===== src/rtl/led_sequencer.sv =====
// led_sequencer: debounces a step button and a mode button, and sequences a
// 2-bit colour code either by hand (one advance per step press) or
// automatically (one advance every STEP_CYCLES clocks while in AUTO).
//
// Mode FSM states:
//   state  | meaning
//   -------+---------------------------------------------------------------
//   MANUAL | code advances only on step presses; prescaler held at 0
//   AUTO   | code also advances on each prescaler tick; auto_mode high
module led_sequencer #(
    parameter int DEB_CYCLES  = 240000,
    parameter int STEP_CYCLES = 12000000
) (
    input  logic       clk,
    input  logic       rst_n,
    input  logic       btn_step_n,
    input  logic       btn_mode_n,
    output logic [1:0] code,
    output logic       auto_mode,
    output logic       step_pulse
);

    localparam int DW = $clog2(DEB_CYCLES + 1);
    localparam int PW = $clog2(STEP_CYCLES);
    localparam logic [DW-1:0] DEB_LAST = DW'(DEB_CYCLES - 1);
    localparam logic [PW-1:0] PRE_LAST = PW'(STEP_CYCLES - 1);

    // Button lanes: bit 0 is the step button, bit 1 is the mode button.
    localparam int BTN_STEP = 0;
    localparam int BTN_MODE = 1;

    typedef enum logic {
        MANUAL = 1'b0,
        AUTO   = 1'b1
    } mode_t;

    logic [1:0]    btn_raw;
    logic [1:0]    sync1_q, sync1_d;
    logic [1:0]    sync2_q, sync2_d;
    logic [1:0]    deb_q, deb_d;
    logic [1:0]    press_q, press_d;
    logic [DW-1:0] deb_cnt_q [2];
    logic [DW-1:0] deb_cnt_d [2];

    mode_t         mode_q, mode_d;
    logic [PW-1:0] presc_q, presc_d;
    logic [1:0]    code_q, code_d;
    logic          auto_mode_q, auto_mode_d;
    logic          step_pulse_q, step_pulse_d;

    logic          step_ev;
    logic          mode_ev;
    logic          tick;
    logic          leaving_auto;
    logic          advance;

    assign btn_raw = {btn_mode_n, btn_step_n};

    // Synchronize, debounce and falling-edge detect both buttons.
    always_comb begin
        sync1_d = btn_raw;
        sync2_d = sync1_q;
        deb_d   = deb_q;
        press_d = 2'b00;
        for (int i = 0; i < 2; i++) begin
            deb_cnt_d[i] = '0;
            // The counter only survives while the synchronized level keeps
            // disagreeing with the debounced level; any agreement clears it.
            if (sync2_q[i] != deb_q[i]) begin
                if (deb_cnt_q[i] == DEB_LAST) begin
                    deb_d[i] = sync2_q[i];
                end else begin
                    deb_cnt_d[i] = deb_cnt_q[i] + DW'(1);
                end
            end
            // Press is registered so it is high in the first cycle the
            // debounced level reads 0; releases produce nothing.
            press_d[i] = deb_q[i] & ~deb_d[i];
        end
    end

    // Mode FSM, prescaler and code sequencing.
    always_comb begin
        step_ev      = press_q[BTN_STEP];
        mode_ev      = press_q[BTN_MODE];
        tick         = (mode_q == AUTO) && (presc_q == PRE_LAST);
        leaving_auto = mode_ev && (mode_q == AUTO);

        mode_d = mode_q;
        if (mode_ev) begin
            mode_d = (mode_q == AUTO) ? MANUAL : AUTO;
        end

        // A tick in the cycle we drop back to MANUAL is thrown away; a step
        // press coinciding with a tick still only advances once.
        advance = step_ev | (tick & ~leaving_auto);

        // Prescaler runs only while staying in AUTO; entering AUTO, a step
        // press, a tick or leaving AUTO all return it to 0.
        presc_d = '0;
        if ((mode_q == AUTO) && (mode_d == AUTO) && !step_ev && !tick) begin
            presc_d = presc_q + PW'(1);
        end

        code_d       = advance ? (code_q + 2'd1) : code_q;
        step_pulse_d = advance;
        auto_mode_d  = (mode_d == AUTO);
    end

    // All state, cleared asynchronously to the released/idle condition.
    always_ff @(posedge clk or negedge rst_n) begin
        if (!rst_n) begin
            sync1_q      <= 2'b11;
            sync2_q      <= 2'b11;
            deb_q        <= 2'b11;
            press_q      <= 2'b00;
            for (int i = 0; i < 2; i++) begin
                deb_cnt_q[i] <= '0;
            end
            mode_q       <= MANUAL;
            presc_q      <= '0;
            code_q       <= 2'b00;
            auto_mode_q  <= 1'b0;
            step_pulse_q <= 1'b0;
        end else begin
            sync1_q      <= sync1_d;
            sync2_q      <= sync2_d;
            deb_q        <= deb_d;
            press_q      <= press_d;
            for (int i = 0; i < 2; i++) begin
                deb_cnt_q[i] <= deb_cnt_d[i];
            end
            mode_q       <= mode_d;
            presc_q      <= presc_d;
            code_q       <= code_d;
            auto_mode_q  <= auto_mode_d;
            step_pulse_q <= step_pulse_d;
        end
    end

    assign code       = code_q;
    assign auto_mode  = auto_mode_q;
    assign step_pulse = step_pulse_q;

endmodule


===== config.mk =====
export PLATFORM = sky130hd
export DESIGN_NAME = led_sequencer
export DESIGN_NICKNAME = d
export VERILOG_FILES = /design/src/rtl/led_sequencer.sv
export SDC_FILE = /design/constraint.sdc
export NUM_CORES = 1
export LEC_CHECK = 0
export CAP_MARGIN = 10
export CORE_MARGIN = 8
export CORE_UTILIZATION = 35
export CTS_BUF_LIST = sky130_fd_sc_hd__clkbuf_8
export DETAILED_ROUTE_END_ITERATION = 10
export RECOVER_POWER = 50
export SLEW_MARGIN = 20
export SYNTH_ARGS = -nofsm -noshare
export SYNTH_HDL_FRONTEND = slang
export SYNTH_SLANG_ARGS = --single-unit

===== constraint.sdc =====
create_clock -name clk -period 2.75 [get_ports clk]
set_input_delay 0.4125 -clock clk [delete_from_list [all_inputs] [get_ports clk]]
set_output_delay 0.4125 -clock clk [all_outputs]
set_load 0.005 [all_outputs]

======== Yosys cells after proc, flatten, opt, wreduce, memory -nomap -nowiden ========
Index checks and enable logic that the tools add are counted.
storage, ports and cells
  register bits ........................... 72
  input bits .............................. 4
  output and inout port bits .............. 4
  word-level logic and storage cells ...... 44
operators by class
  bitwise logic cells ..................... 7
  reductions and logical operators ........ 7
  multiplexer cells ....................... 11
  equal/unequal tests ..................... 5
  add/sub/neg operators ................... 4
operators by type and width
  kind                     number
  $mux W18                 4
  $add A18 B1 Y18 const B  2
  $eq A18 B18 Y1 const B   2
  $add A24 B1 Y24 const B  1
  $eq A24 B24 Y1 const B   1
  $mux W24                 1
  $mux W1                  6
  $logic_and A1 B1 Y1      5
  $and A1 B1 Y1            3
  $not A1 Y1               3
  $add A2 B1 Y2 const B    1
  $logic_not A1 Y1         2
  $ne A1 B1 Y1             2
  $or A1 B1 Y1             1

======== Logic depth before layout (Yosys ltp) ========
Gate-level depths: netlist of the first run.
  word-level depth ........................ 6
  depth in mapped cells ................... 6
  depth with buffers taken out ............ 5

======== Worst setup path before layout of the first run ========
OpenSTA, ideal clock, no wires.
  path type ............................... register -> register
  start ................................... register presc_q[0]
  end ..................................... register code_q[0] (netlist: code[0])
  data required time ...................... 2625 ps
  buffers on the path ..................... 0
  library setup time ...................... 125 ps
  period minus slack after synthesis ...... 2098 ps
  data arrival time ....................... 1973 ps
  path slack .............................. 652 ps
  cell stages (with the launch flop) ...... 6
  cells stage by stage .................... dfrtp_1 ha_1 nand4_4 or4_4 o41a_1 xnor2_1
between the ends
  cells in the longest elaborated chain, start to end .. 4
ends and longest elaborated chain
  element                 RTL line  text
  from (decl)             46        logic [PW-1:0] presc_q, presc_d;
  from (signal assigned)  134       presc_q <= presc_d;
  $eq A24 B24 Y1          86        tick = (mode_q == AUTO) && (presc_q == PRE_LAST);
  $logic_and A1 B1 Y1     86
  $and A1 B1 Y1           96        advance = step_ev | (tick & ~leaving_auto);
  $or A1 B1 Y1            96
  to (signal assigned)    135       code_q <= code_d;
  to (decl)               47        logic [1:0] code_q, code_d;
No other way between the ends.
A chain may end at the register's enable or synchronous reset.

======== Worst setup path after layout of the first run ========
Ends and elaborated chain as after synthesis.

==> summary.md, run 1 <==
| Metric | Value |
|---|---|
| Die area | `13,600 um^2` |
| Initial antenna violation count | `0` |
| Wire length of the first global-routing pass | `11.5 mm` |
| Slowest-stage cell, CP | `or4_4` |
| Achievable Freq | `0.447 GHz` |
| Post-layout util | `40.3%` |
| Synth area leader | `dfrtp_1` |
| Synth Instances | `350` |
| Largest net degree at the start of global routing | `73` |
| Fin worst setup slack | `515 ps` |
| DRT iter0 DRCs | `134` |
| Setup_tns | `0 ps` |
| Number of global-route vias before repair | `2,492` |
| Dpl cell area | `3760 um^2` |
| Count of cell types in the netlist | `45` |
| Worst-skew pair later-pin latency | `340 ps` |
| Finished Layout Cells | `502` |
| Vias per inst | `5.08` |
| Least-Margin Pin Slew | `1780 ps` |
| Slew headroom | `-18.5%` |
| Final Hold Viols | `0` |
| Antenna Cells | `0` |
| Final setup violation count | `0` |
| Period utilization | `81.3%` |
| Yosys top cell area share | `46.4%` |
| GRT overflow | `0` |
| CP Launch Type | `flop` |
| Register area share after synthesis | `50.9%` |
| Die Y | `117 um` |
| DR WL/cell | `13.1 um` |
| CORE AREA | `9820 um^2` |
| Post-CTS Hold Buffers | `0` |
| Layout cells sized above 1 | `12.5%` |
| Required @ worst endpoint | `2980 ps` |
| Crit. End Element | `flop` |
| Synth warn | `0` |
| CTS Buf Count | `9` |
| CTS max path bufs | `2` |
| Max-Cap Viols | `1` |
| Largest cells by area after synthesis | `dfrtp_1 (46%), xnor2_1 (4.9%), dfstp_2 (4.4%)` |
| DP HPWL | `4.47 mm` |
| Setup WS pre-CTS | `531 ps` |
| Mapped cell area | `3560 um^2` |
| Worst Path Arrival | `2460 ps` |
| Die width | `117 um` |
| WHS | `357 ps` |
| Vias post-DR | `2,548` |
| Mean Syn Cell Area | `10.2 um^2` |
| CTS tree | `built` |
| Maximum VDD drop | `0.268 mV` |
| Top cells by count, synth | `dfrtp_1 (66), nor2_1 (33), nand3_1 (24), xnor2_1 (20), a21oi_1 (19)` |
| CTS HTree Levels | `3` |
| IO Count | `8` |
| Area growth syn-to-layout | `11.2%` |
| GPL Wtd Cong | `0.782` |
| Overall routed net length | `6.60 mm` |
| Skew final | `9.02 ps` |
| Most common cell in the netlist | `dfrtp_1` |
| Critical path peak fanout | `8` |
| Syn_nets | `359` |
| Status | `finished with violations` |
| Number of flops mapped to enable cells by yosys | `0` |
| Clock sinks | `72` |
| Crit-path max cell delay | `610 ps` |
| Placed insts | `486` |
| Detailed Routing Iterations Pass 1 | `5` |
| Worst hold path type | `reg2reg` |
| Leak | `1.54 nW` |
| Row cnt | `36` |
| Final Instance Area | `3950 um^2` |
| Final #Nets | `373` |
| Fin crit period | `2240 ps` |
| Max Slew Vio Count | `73` |
| Root Driver | `clkbuf_8` |
| Most used DFF post-synth | `dfrtp_1` |
| Synth async-reset ratio | `100%` |
| Postcts setup bufs | `0` |
| Reg clk slew, reported paths | `80 ps` |
| Kind of critical path | `reg2reg` |
| Pwr/cell area | `489 nW/um^2` |
| Drc violations | `0` |
| RSZ-0062 raised after global routing | `no` |
| CP Cell Sequence | `ha_1, nand4_4, or4_4, o41a_1, xnor2_1` |
| Final antenna-violating net count | `0` |
| Post-CTS Resized | `0` |
| Port buffer count | `7` |
| Total track usage | `10.8%` |
| Tot Pwr | `1.93 mW` |
| Failing checks | `capacitance limit, slew limit` |
| Starting Density | `36.2%` |
| Seq cells post-synth | `72` |
logic make-up after synthesis:
| group | synth area share, % |
|---|---|
| AO/OA/AOI/OAI | 6.90 |
| buffers and inverters | 2.92 |
| flip-flops | 50.9 |
| XOR/XNOR | 9.36 |
| multiplexers | 0.633 |
| AND/OR/NAND/NOR | 27.6 |
| adder cells (fa/ha/maj) | 1.76 |
power breakdown:
| group | internal, mW | total, mW | switching [mW] |
|---|---|---|---|
| combinational | 0.0122 | 0.0469 | 0.0347 |
| sequential | 1.07 | 1.08 | 0.00800 |
| clock | 0.433 | 0.806 | 0.373 |
| total | 1.52 | 1.93 | 0.416 |
per-layer routing:
metal / GRT usage (%) / wire length [um]
met1: 13.5 / 3200
met5: 0 / 0
met4: 4.27 / 104
met3: 3.49 / 258
met2: 16.9 / 3040
cell usage in the layout (no fill, tap or decap), types with 4 or more instances in the layout:
master	instances
nor4_1	7
or3_1	14
xnor2_1	20
clkbuf_8	10
o21ai_0	15
dfstp_2	6
buf_4	4
a21oi_1	19
nor3_1	5
nor2_2	10
nand3_1	24
clkdlybuf4s50_1	4
or4_1	6
nand4_1	17
xor2_1	18
ha_1	5
and3_1	7
inv_1	15
nand2_1	18
nor2_1	33
and2_1	5
and4_1	5
dfrtp_1	66
worst paths after layout:
kind | end | slack [ps] | depth (start not counted) | startpoint
worst max-delay path | code[0] | 510 | 5 | presc_q[0]
worst min-delay path | sync2_q[1] | 360 | 0 | sync1_q[1]
min in group asynchronous | presc_q[21] | 530 | 1 | rst_n
worst min register to register | sync2_q[1] | 360 | 0 | sync1_q[1]
worst max register to register | code[0] | 510 | 5 | presc_q[0]
max in group asynchronous | deb_cnt_q[31] | 1130 | 1 | rst_n
cell type report:
class	count	area, um^2
well taps	133	166
fillers	1022	5870
flip-flops and latches	72	1810
clock inverters	6	52.6
repair buffers	11	95.1
inverters	13	48.8
clock buffers	10	138
multi-input cells	257	1640
flip-flops by register name, indices dropped and copies added, names as in the netlist:
signal,count
deb_cnt_q,36
presc_q,24
code,2
deb_q,2
press_q,2
sync1_q,2
sync2_q,2
auto_mode,1
step_pulse,1
critical path, delay by kind of cell, from the launching register on:
family	cells	cell delay (ps)
AND/OR/NAND/NOR	2	790
AO/OA/AOI/OAI	1	470
flip-flops	1	440
adder cells (fa/ha/maj)	1	290
XOR/XNOR	1	140
Note: power is estimated with default switching activity, not from simulation.
==> inputs of run 2 (changes only) <==
==> constraint.sdc (replaced) <==
create_clock -name clk -period 2.08 [get_ports clk]
set_input_delay 0.312 -clock clk [delete_from_list [all_inputs] [get_ports clk]]
set_output_delay 0.312 -clock clk [all_outputs]
set_load 0.005 [all_outputs]
==> summary.md, run 2 (synthesis results as in run 1) <==
| Metric | Value |
|---|---|
| R2r worst-path depth | `5 (unchanged)` |
| CTS HTree Levels | `3 (unchanged)` |
| RSZ-0062 raised after global routing | `yes` |
| Row cnt | `36 (unchanged)` |
| Final Hold Viols | `0 (unchanged)` |
| Max Slew Vio Count | `0 (-100%)` |
| Crit. End Element | `flop` |
| Drc violations | `0 (unchanged)` |
| Failing checks | `setup timing` |
| Critical Path Start | `presc_q[13]` |
| Status | `finished with violations` |
| CP Launch Type | `flop` |
| Critical path peak fanout | `6 (-2)` |
| Slowest-stage cell, CP | `or4b_4` |
| Final #Nets | `393 (+5.4%)` |
| Largest net degree at the start of global routing | `34 (-53%)` |
| Max-Cap Viols | `0 (-1)` |
| Die Y | `117 um (unchanged)` |
| Wire length of the first global-routing pass | `12.2 mm (+6.4%)` |
| Commonest non-fill, non-tap cell in the layout | `dfrtp_1` |
| Slew headroom | `45.1% (+64 points)` |
| Period utilization | `100% (+19 points)` |
| R2r setup slk | `-8 ps (-520 ps)` |
| Final antenna-violating net count | `0 (unchanged)` |
| Total track usage | `11.3% (+0.54 points)` |
| R2r endpoint | `presc_q[12]` |
| Worst Path Arrival | `2330 ps (-130 ps)` |
| Setup WS pre-CTS | `32.7 ps (-498 ps)` |
| Fin crit period | `2090 ps (-148 ps)` |
| Number of global-route vias before repair | `2,638 (+5.9%)` |
| Area growth syn-to-layout | `17.1%` |
| Maximum VDD drop | `0.410 mV (+53%)` |
| Worst Setup EP | `presc_q[12]` |
| Kind of critical path | `reg2reg` |
| # fillers | `1,003 (-1.9%)` |
| Post-layout util | `42.4% (+2.1 points)` |
| CTS max path bufs | `2 (unchanged)` |
| Most frequent CP cell | `or4b_4` |
| Die width | `117 um (unchanged)` |
| Pwr/cell area | `623 nW/um^2 (+28%)` |
| Port buffer count | `7 (unchanged)` |
| DP HPWL | `4.81 mm (+7.6%)` |
| Finished Layout Cells | `522 (+4.0%)` |
| GPL Wtd Cong | `0.834 (+6.7%)` |
| Reg clk slew, reported paths | `80 ps (about the same)` |
| Final setup violation count | `4 (+4)` |
| Most frequent cells in the layout | `dfrtp_1 (66), nor2_1 (33), nand3_1 (24), xnor2_1 (20), buf_4 (19)` |
| Flip-flop count of the largest register after layout | `36 (unchanged)` |
| Placed insts | `502 (+3.3%)` |
| IO Count | `8 (unchanged)` |
| Tot Pwr | `2.60 mW (+34%)` |
| Crit-path max cell delay | `550 ps (-60 ps)` |
| CORE AREA | `9820 um^2 (unchanged)` |
| Least-Margin Pin Slew | `824 ps (-954 ps)` |
| Clock sinks | `72 (unchanged)` |
| Detailed Routing Iterations Pass 1 | `4 (-1)` |
| Die area | `13,600 um^2 (unchanged)` |
| CTS tree | `built` |
| Worst-skew pair later-pin latency | `350 ps (about the same)` |
| Leak | `1.65 nW (+7.1%)` |
| Final Instance Area | `4160 um^2 (+5.3%)` |
| Largest reg by FF count | `deb_cnt_q` |
| Root Driver | `clkbuf_8` |
| GRT overflow | `0 (unchanged)` |
| R2r startpoint | `presc_q[13]` |
| Initial antenna violation count | `0 (unchanged)` |
| Dpl cell area | `3910 um^2 (+3.9%)` |
| DR WL/cell | `13.4 um (+2.2%)` |
| Starting Density | `36.2% (unchanged)` |
| Vias per inst | `5.08 (+0.13%)` |
| Achievable Freq | `0.479 GHz (+7.1%)` |
| Worst hold path type | `reg2reg` |
| Antenna Cells | `0 (unchanged)` |
| Overall routed net length | `7.02 mm (+6.3%)` |
| Vias post-DR | `2,653 (+4.1%)` |
| Layout cells sized above 1 | `17.7% (+5.3 points)` |
| Top flop regs | `deb_cnt_q x36, presc_q x24` |
| Fin worst setup slack | `-7.51 ps (-522 ps)` |
| CP Cell Sequence | `or4b_4, or4b_4, o21ai_4, clkbuf_16, nor2_2` |
| CTS Buf Count | `9 (unchanged)` |
| DRT iter0 DRCs | `158 (+18%)` |
| Required @ worst endpoint | `2320 ps (-660 ps)` |
| Skew final | `8.65 ps (-0.363 ps)` |
[run 2: cell type report]
cell class | instances | area [um^2] | share of cell area (%)
Timing Repair Buffer | 31 | 279 | 6.70
Clock inverter | 7 | 72.6 | 1.74
Clock buffer | 9 | 124 | 2.98
Multi-Input combinational cell | 257 | 1660 | 39.9
Tap cell | 133 | 166 | 4.00
Sequential cell | 72 | 1810 | 43.5
Inverter | 13 | 48.8 | 1.17
[run 2: per-stage QoR]
| stage | hold WS (ps) | TNS [ps] |
|---|---|---|
| after floorplan | 16.4 | 0 |
| after global placement | 294 | 0 |
| after detailed placement | 301 | 0 |
| after CTS | 340 | 0 |
| after global routing | 366 | -593 |
| final | 358 | -15.5 |
[run 2: worst max-delay path, delay by kind of cell (launching register included)]
family          cells  cell delay, ps
buf+inv             1             210
flops               1             390
simple gates        3            1130
compound gates      1             240
[run 2: power by group]
part | leakage, nW | switching, mW | total, mW | internal, mW
sequential | 0.980 | 0.0103 | 1.43 | 1.42
combinational | 0.567 | 0.0478 | 0.0685 | 0.0207
clock | 0.101 | 0.546 | 1.10 | 0.555
total | 1.65 | 0.604 | 2.60 | 1.99
[run 2: layer usage]
metal	GRT usage (%)	up-vias	routed length [um]
li1	-	1318	-
met2	18.8	38	3360
met1	13.5	1285	3290
met4	5.46	0	152
met5	0	-	0
met3	2.67	12	217
[run 2: how the worst min path moves through the flow]
stage,start,to,slack (ps),depth (start not counted)
2_1_floorplan,rst_n,auto_mode,20,0
3_3_place_gp,rst_n,presc_q[18],290,1
3_5_place_dp,rst_n,presc_q[18],300,1
4_1_cts,btn_mode_n,sync1_q[1],340,1
5_1_grt,sync1_q[0],sync2_q[0],370,0
6_report,sync1_q[0],sync2_q[0],360,0
[run 2: timing repair]
item                                   4_1_cts  5_1_grt
setup endpoints to repair                    0       18
hold buffers                                 1        0
gates resized for setup                      0        3
buffers inserted                             0        1
endpoints found under the hold margin       31        0
==> inputs of run 3 (changes only) <==
--- a/config.mk
+++ b/config.mk
@@ -7,7 +7,7 @@
 export LEC_CHECK = 0
 export CAP_MARGIN = 10
 export CORE_MARGIN = 8
-export CORE_UTILIZATION = 35
+export CORE_UTILIZATION = 30
 export CTS_BUF_LIST = sky130_fd_sc_hd__clkbuf_8
 export DETAILED_ROUTE_END_ITERATION = 10
 export RECOVER_POWER = 50
==> summary.md, run 3 (synthesis results as in run 1) <==
| Metric | Value |
|---|---|
| DRT iter0 DRCs | `131 (-17%)` |
| Most frequent CP cell | `or4b_4` |
| Row cnt | `39 (+8.3%)` |
| Clock sinks | `72 (unchanged)` |
| Initial antenna violation count | `0 (unchanged)` |
| GPL Wtd Cong | `0.807 (-3.2%)` |
| CTS max path bufs | `2 (unchanged)` |
| Postcts setup bufs | `0 (unchanged)` |
| Delay-heaviest family, CP | `simple AND/OR/NAND/NOR gates` |
| Detailed Routing Iterations Pass 1 | `4 (unchanged)` |
| Drc violations | `0 (unchanged)` |
| R2r endpoint | `presc_q[17]` |
| Kind of critical path | `reg2reg` |
| Metal1 wirelength | `3.34 mm (+1.5%)` |
| Leak | `1.64 nW (-0.54%)` |
| Total track usage | `9.43% (-1.9 points)` |
| Antenna Cells | `0 (unchanged)` |
| Max Slew Vio Count | `0 (unchanged)` |
| Area growth syn-to-layout | `17.1% (about the same)` |
| Flip-flop count of the largest register after layout | `36 (unchanged)` |
| CTS Buf Count | `9 (unchanged)` |
| Worst Path Arrival | `2260 ps (-70 ps)` |
| Final Hold Viols | `0 (unchanged)` |
| R2r startpoint | `presc_q[13]` |
| Worst-skew pair later-pin latency | `350 ps (about the same)` |
| Number of global-route vias before repair | `2,638 (unchanged)` |
| Area taken by flip-flops and latches | `1810 um^2 (unchanged)` |
| Layout cells sized above 1 | `16.9% (-0.81 points)` |
| Critical Path Start | `presc_q[13]` |
| Achievable Freq | `0.495 GHz (+3.4%)` |
| R2r setup slk | `60 ps (+70 ps)` |
| Wire length of the first global-routing pass | `12.1 mm (-1.1%)` |
| Skew final | `7.26 ps (-1.39 ps)` |
| Status | `finished, final reports clean` |
| # fillers | `1,157 (+15%)` |
| Crit-path max cell delay | `550 ps (about the same)` |
| Die area | `15,600 um^2 (+14%)` |
| Final Instance Area | `4160 um^2 (about the same)` |
| Least-Margin Pin Slew | `655 ps (-169 ps)` |
| Slowest-stage cell, CP | `or4b_4` |
| WHS | `357 ps (-0.282 ps)` |
| Final #Nets | `388 (-1.3%)` |
| Fin worst setup slack | `60.6 ps (+68.1 ps)` |
| Critical path peak fanout | `23 (+17)` |
| Crit. End Element | `flop` |
| CTS tree | `built` |
| Most frequent cells in the layout | `dfrtp_1 (66), nor2_1 (33), nand3_1 (24), xnor2_1 (20)` |
| Pwr/cell area | `684 nW/um^2 (+9.8%)` |
| Finished Layout Cells | `527 (+0.96%)` |
| Max-Cap Viols | `0 (unchanged)` |
| Met3 Wirelength | `210 um (-3.2%)` |
| Worst hold path type | `reg2reg` |
| Starting Density | `30.9% (-5.3 points)` |
| GRT overflow | `0 (unchanged)` |
| Worst Setup EP | `presc_q[17]` |
| Setup WS pre-CTS | `50.5 ps (+17.8 ps)` |
| Slew headroom | `56.3% (+11 points)` |
| Vias per inst | `4.96 (-2.5%)` |
| Fin crit period | `2020 ps (-68.1 ps)` |
| Required @ worst endpoint | `2320 ps (about the same)` |
| Reg clk slew, reported paths | `80 ps (about the same)` |
| Top flop regs | `deb_cnt_q x36, presc_q x24` |
| Maximum VDD drop | `0.350 mV (-15%)` |
| Final setup violation count | `0 (-4)` |
| DP HPWL | `4.79 mm (-0.55%)` |
| Final antenna-violating net count | `0 (unchanged)` |
| Dpl cell area | `3910 um^2 (about the same)` |
| Placed insts | `510 (+1.6%)` |
| Area of the multi-input gates | `1660 um^2 (-0.23%)` |
| Sum of buffers and inverters on the critical path | `1 (unchanged)` |
| IO Count | `8 (unchanged)` |
| R2r worst-path depth | `5 (unchanged)` |
| Overall routed net length | `6.87 mm (-2.1%)` |
| Die Y | `125 um (+6.9%)` |
| CP Launch Type | `flop` |
| CORE AREA | `11,500 um^2 (+17%)` |
| DR top layer | `met4` |
| Period utilization | `97.1% (-3.3 points)` |
| Largest reg by FF count | `deb_cnt_q` |
| Port buffer count | `7 (unchanged)` |
| Worst path depth | `5 (unchanged)` |
| CTS HTree Levels | `3 (unchanged)` |
| CP Cell Sequence | `or4b_4, or4b_4, o21ai_4, buf_12, a21oi_1` |
| Die width | `125 um (+6.9%)` |
| Vias post-DR | `2,612 (-1.5%)` |
| WL met2 | `3.20 mm (-4.8%)` |
| Root Driver | `clkbuf_8` |
| Setup_tns | `0 ps (+15.5 ps)` |
| Largest net degree at the start of global routing | `48 (+41%)` |
| RSZ-0062 raised after global routing | `yes` |
| Commonest non-fill, non-tap cell in the layout | `dfrtp_1` |
| DR WL/cell | `13.0 um (-3.1%)` |
## run 3: cell types whose count changed in the layout (fill, tap and decap cells not counted), sizes merged
cell      change
buf           -4
bufinv        +2
clkinvlp      -1
inv           -1
clkinv        -1
## run 3: power by group
group / total (mW) / internal, mW / switching, mW
combinational: 0.0674 / 0.0200 / 0.0474
clock: 1.36 / 0.825 / 0.532
sequential: 1.43 / 1.42 / 0.0105
## run 3: worst min path at each step
| stage | end | slack, ps | cells after the start | from |
|---|---|---|---|---|
| 6_report | sync2_q[1] | 360 | 0 | sync1_q[1] |
| 5_1_grt | sync2_q[0] | 370 | 0 | sync1_q[0] |
| 4_1_cts | sync1_q[0] | 340 | 1 | btn_step_n |
| 3_5_place_dp | auto_mode | 250 | 1 | rst_n |
| 3_3_place_gp | auto_mode | 250 | 1 | rst_n |
| 2_1_floorplan | auto_mode | 20 | 0 | rst_n |
## run 3: through the flow
step | power (mW) | util [%]
floorplan | 1.48 | -
global placement | 1.52 | 34.0
detailed placement | 1.53 | 34.0
CTS | 2.91 | 36.2
global route | 2.97 | 36.2
finish | 2.85 | 36.2
## run 3: cell type report
cell class / count / share of cell area (%)
well taps: 143 / 4.30
clock buffers: 10 / 3.31
inverters: 13 / 1.17
multi-input cells: 257 / 39.8
flip-flops and latches: 72 / 43.4
clock inverters: 6 / 2.58
repair buffers: 26 / 5.35
## run 3: repair_timing
action | CTS | global route
endpoints found under the setup margin | 0 | 22
hold buffers | 1 | 0
hold endpoints to repair | 21 | 0
gates resized for setup | 0 | 3
## run 3: routing by layer
| layer | track usage, % | vias to the layer above |
|---|---|---|
| met5 | 0 | - |
| met2 | 14.8 | 27 |
| met1 | 11.6 | 1264 |
| met4 | 4.73 | 0 |
| met3 | 2.70 | 13 |
| li1 | - | 1308 |
